$ cat src/rtl/xnor_reduce_sched.sv
// Round-robin scheduler sharing one SLICE-bit serial XNOR-reduce unit among NREQ requesters.
// Optional per-request XOR/XNOR select is compiled in with `define XNOR_REDUCE_SCHED_MODE_EN.
module xnor_reduce_sched #(
  parameter int NREQ  = 4,
  parameter int WIDTH = 16,
  parameter int SLICE = 4
) (
  input  logic                     clk,
  input  logic                     rst_n,
  input  logic [NREQ-1:0]          req_valid,
  input  logic [NREQ*WIDTH-1:0]    req_data,
`ifdef XNOR_REDUCE_SCHED_MODE_EN
  input  logic [NREQ-1:0]          req_mode,
`endif
  output logic [NREQ-1:0]          req_ready,
  output logic                     res_valid,
  input  logic                     res_ready,
  output logic                     res_data,
  output logic [$clog2(NREQ)-1:0]  res_id,
  output logic                     busy
);

  localparam int PASSES = WIDTH / SLICE;
  localparam int IDW    = $clog2(NREQ);
  localparam int CW     = $clog2(PASSES + 1);

  typedef enum logic [1:0] {
    IDLE,
    RUN,
    DONE
  } state_t;

  state_t           r_state;
  state_t           w_next_state;
  logic [WIDTH-1:0] r_shreg;
  logic             r_acc;
  logic [CW-1:0]    r_cnt;
  logic [IDW-1:0]   r_last;
  logic             r_res_valid;
  logic             r_res_data;
  logic [IDW-1:0]   r_res_id;
  logic             w_any;
  logic [IDW-1:0]   w_gidx;
  logic             w_acc_next;
  logic             w_last_pass;
  logic             w_invert;
  int unsigned      w_idx;

  // Search starts one past the last grant so every requester gets a turn.
  always_comb begin
    w_any  = 1'b0;
    w_gidx = '0;
    w_idx  = 0;
    for (int unsigned k = 1; k <= NREQ; k++) begin
      w_idx = (32'(r_last) + k) % NREQ;
      if (!w_any && req_valid[w_idx]) begin
        w_any  = 1'b1;
        w_gidx = IDW'(w_idx);
      end
    end
  end

  assign w_acc_next  = r_acc ^ (^r_shreg[SLICE-1:0]);
  assign w_last_pass = (r_cnt == CW'(PASSES - 1));

`ifdef XNOR_REDUCE_SCHED_MODE_EN
  logic r_mode;

  always_ff @(posedge clk or negedge rst_n) begin
    if (!rst_n) begin
      r_mode <= 1'b0;
    end else if (r_state == IDLE && w_any) begin
      r_mode <= req_mode[w_gidx];
    end
  end

  assign w_invert = ~r_mode;
`else
  assign w_invert = 1'b1;
`endif

  always_comb begin
    w_next_state = r_state;
    req_ready    = '0;
    case (r_state)
      IDLE: begin
        if (w_any) begin
          req_ready[w_gidx] = 1'b1;
          w_next_state      = RUN;
        end
      end
      RUN: begin
        if (w_last_pass) w_next_state = DONE;
      end
      DONE: begin
        if (r_res_valid && res_ready) w_next_state = IDLE;
      end
      default: w_next_state = IDLE;
    endcase
  end

  always_ff @(posedge clk or negedge rst_n) begin
    if (!rst_n) begin
      r_state <= IDLE;
    end else begin
      r_state <= w_next_state;
    end
  end

  always_ff @(posedge clk or negedge rst_n) begin
    if (!rst_n) begin
      r_shreg     <= '0;
      r_acc       <= 1'b0;
      r_cnt       <= '0;
      r_last      <= IDW'(NREQ - 1);
      r_res_valid <= 1'b0;
      r_res_data  <= 1'b0;
      r_res_id    <= '0;
    end else begin
      case (r_state)
        IDLE: begin
          if (w_any) begin
            r_shreg  <= req_data[w_gidx*WIDTH +: WIDTH];
            r_acc    <= 1'b0;
            r_cnt    <= '0;
            r_res_id <= w_gidx;
            r_last   <= w_gidx;
          end
        end
        RUN: begin
          r_acc   <= w_acc_next;
          r_shreg <= r_shreg >> SLICE;
          r_cnt   <= r_cnt + CW'(1);
          if (w_last_pass) begin
            r_res_data  <= w_acc_next ^ w_invert;
            r_res_valid <= 1'b1;
          end
        end
        DONE: begin
          if (res_ready) r_res_valid <= 1'b0;
        end
        default: ;
      endcase
    end
  end

  assign res_valid = r_res_valid;
  assign res_data  = r_res_data;
  assign res_id    = r_res_id;
  assign busy      = (r_state != IDLE);

endmodule
$ cat config.mk
export PLATFORM = sky130hd
export DESIGN_NAME = xnor_reduce_sched
export DESIGN_NICKNAME = d
export VERILOG_FILES = /design/src/rtl/xnor_reduce_sched.sv
export SDC_FILE = /design/constraint.sdc
export NUM_CORES = 1
export LEC_CHECK = 0
export BUFFER_PORTS_ARGS = -buffer_cell sky130_fd_sc_hd__buf_2
export CORE_MARGIN = 10
export CORE_UTILIZATION = 30
export CTS_CLUSTER_SIZE = 40
export DETAILED_ROUTE_END_ITERATION = 8
export GPL_TIMING_DRIVEN = 0
export PLACE_DENSITY = 0.57
export SYNTH_ARGS = -nofsm -noshare
export SYNTH_HDL_FRONTEND = slang
export SYNTH_SLANG_ARGS = --single-unit
export TNS_END_PERCENT = 30
$ cat constraint.sdc
create_clock -name clk -period 1.8 [get_ports clk]
set_clock_uncertainty 0.1 [all_clocks]
set_input_delay 0.18 -clock clk [delete_from_list [all_inputs] [get_ports clk]]
set_output_delay 0.18 -clock clk [all_outputs]
set_load 0.05 [all_outputs]
==> metrics.txt <==
fmax 0.454 GHz; Initial DRC Count 98; synth warn 0; Clock transition at path regs 0.10 ns; buffers and inverters on the worst path 2; clock sinks 28; port bufs 79; leading area contributor after synthesis dfrtp_1; share of cells above drive strength 1 49.5%; crit-path cells or2_4 > or2_0 > buf_4 > a311oi_4 > buf_6; worst min path class input pin to flip-flop; clock latency on the worst-skew pair 0.28 ns; status finished with violations; post-route ant nets 0; sequential cell area 703 um2; Seq pwr share 24.7%; Worst path max stage delay 0.40 ns; drt pass-1 iters 5; Max transition margin 56.2%; placed insts 328; Num CTS Buffers 3; Syn Inst Count 177; Final nets 355; Die X 96.4 um; crit path max-delay cell type a311oi_4; syn avg cell area 9.90 um2; Mapped Area 0.00175 mm2; Routed WL per cell 17.3 um; clock root cell clkbuf_8; pins over their slew limit 0; Final Critical Period 2.20 ns; Core Area 0.00557 mm2; Hold Fails Final Rpt 0; via count 1,793; Worst Tran Pin Value 0.657 ns; clock power share 11.1%; syn nets 250; FF+latch count, synth 28; CP Max Fanout 4; Power Density 1700 mW/mm2; CP Capture Type output pin; total grt overflow 0; fillcell total 561; total routed wirelength 6090 um; sw frac 42.6%; Comb pwr share 64.2%; area delta synth->final 52.9%; final cycle utilization of the critical path 122%; Die Area 0.00929 mm2; Pleak 1.28 nW; Initial Util 31.4%; WS Path Type flip-flop to output pin; failing checks negative setup slack; pin count of the biggest net entering global routing 29; area share of the largest cell type after synthesis 37.1%; register area share after synthesis 40.1%; final non-filler cell total 353; Bufs on Longest Clock Path 2; Rows 27; Crit path required time 1.52 ns; RSZ-0062 raised after global routing yes; gpl congestion 0.771; initial antenna violation count 0; vias in the first global route 1,882; # setup viols final 23; CTS tree built; Worst Slack Setup Final -0.401 ns; peak supply drop 0.000793 V; CP Launch Type flip-flop; CP arrival 1.92 ns; P_sw 1.94 mW; Max H-tree Level 1; synth unique cells 38; dpl hpwl 4460 um; cell-internal power 2.62 mW; Max Cap Viol 0; total track usage 13.0%; n_diodes 0; die height 96.4 um; first-pass GRT wire length 9550 um; pre-CTS setup slack -0.570 ns; family with the most delay on the worst path simple AND/OR/NAND/NOR gates; IO Count 80; # DRC 0; Area contributors post-synth dfrtp_1 37%, mux2i_1 11%, o211ai_1 5.6%, a222oi_1 5.1%, o21ai_0 4.0%; vias per cell 5.08; multi-input logic area 0.00106 mm2
-- cell type report --
type / instances / area share (%)
repair buffers: 100 / 22.8
multi-input cells: 133 / 39.5
plain buffers: 11 / 4.67
flip-flops and latches: 28 / 26.2
well taps: 72 / 3.36
inverters: 5 / 0.701
clock inverters: 1 / 1.12
clock buffers: 3 / 1.54
-- routing by layer --
| metal | share of wire, % | vias to the layer above | GRT usage, % | routed length [um] |
|---|---|---|---|---|
| li1 | - | 883 | - | - |
| met1 | 43 | 837 | 17.0 | 2610 |
| met2 | 48 | 69 | 21.4 | 2950 |
| met3 | 8.2 | 4 | 3.39 | 501 |
| met4 | 0.59 | 0 | 1.82 | 36 |
| met5 | 0 | - | 0 | 0 |
-- placed cells by master (no fill, tap or decap), types with 4 or more instances in the layout --
| master | synthesis | final |
|---|---|---|
| a222oi_1 | 9 | 9 |
| buf_2 | 6 | 77 |
| o21ai_0 | 14 | 10 |
| a21oi_1 | 4 | 4 |
| nand3_1 | 12 | 11 |
| inv_1 | 5 | 5 |
| mux2i_1 | 20 | 20 |
| nand2_1 | 15 | 13 |
| buf_4 | 1 | 15 |
| buf_6 | 2 | 9 |
| o211ai_1 | 13 | 13 |
| buf_8 | 0 | 5 |
| dfrtp_1 | 26 | 26 |
-- cell usage after synthesis --
cell,count
nor4_1,1
a31oi_1,3
or2_2,1
nand2_1,15
or2_0,1
mux2i_1,20
dfrtp_1,26
a22oi_1,3
nand3_1,12
a21o_1,1
nand2b_1,3
nor3b_1,2
buf_6,2
o21ai_0,14
o21ai_4,1
buf_2,6
o221a_2,1
dfstp_2,2
or2_4,1
xor2_1,1
inv_1,5
xnor2_1,3
nor2b_1,2
o211ai_1,13
and4_1,3
nor2_1,7
and2b_1,1
and3_1,1
nor2_2,1
clkbuf_1,2
o21ai_2,1
a222oi_1,9
buf_4,1
nor3_1,1
mux2_2,4
a311oi_4,1
ha_1,2
a21oi_1,4
-- state kept, by name (all words and copies together) (netlist names) --
name       count
r_state        2
r_cnt          3
res_valid      1
r_acc          1
res_data       1
res_id         2
r_last         2
r_shreg       16
-- power groups by stage --
stage	sequential, mW	combinational, mW	clock, mW
global route	1.16	3.18	0.547
floorplan	1.22	1.61	0
global placement	1.14	2.24	0
detailed placement	1.15	2.26	0
finish	1.13	2.93	0.506
CTS	1.12	2.86	0.515
-- worst min-delay path, cell delays in order --
cell and delay, ns:
buf_2 0.07, nand3_1 0.05, o211ai_1 0.08
-- path summary, 6_finish.rpt --
check                                   from           end  slack (ns)  depth (start not counted)
max in group asynchronous              rst_n         r_acc        0.82                          2
min in group asynchronous              rst_n      r_cnt[2]        0.35                          2
worst max register to register     r_last[0]    r_shreg[7]       -0.37                          8
worst min-delay path            req_data[10]   r_shreg[10]        0.04                          3
worst max-delay path              r_state[0]  req_ready[1]       -0.40                          5
worst min register to register     res_id[1]     res_id[1]        0.40                          2
-- logic make-up (layout without fill, tap and decap cells) --
| family | after synthesis | count (layout) | synth area share (%) |
|---|---|---|---|
| AOI/OAI and AO/OA | 51 | 51 | 22.2 |
| xor gates and xnor gates | 4 | 4 | 2.00 |
| adders and majority gates | 2 | 2 | 1.43 |
| buffers and inverters | 16 | 120 | 4.93 |
| DFF | 28 | 28 | 40.1 |
| muxes | 24 | 24 | 14.0 |
| and+or+nand+nor | 52 | 52 | 15.3 |
-- timing repair --
action                                 CTS  global route
gates cloned                             0             1
hold buffers                             1             0
setup endpoints to repair               25            26
pin swaps                               15             8
buffers inserted                        17             2
resized for setup                       48             9
endpoints found under the hold margin   26             0
-- metrics by stage --
step	TNS (ns)	hold slack [ns]	instance area (um2)	total power, mW	utilization (%)
after global routing	-8.41	0.0388	2680	4.89	48.1
after floorplan	-6.58	-0.216	1770	2.83	-
after global placement	-8.84	0.142	2260	3.38	40.5
after detailed placement	-9.13	0.141	2260	3.40	40.5
final	-6.44	0.0428	2680	4.56	48.1
after CTS	-6.18	0.0298	2640	4.50	47.3
Power figures use the tool's default switching activity.
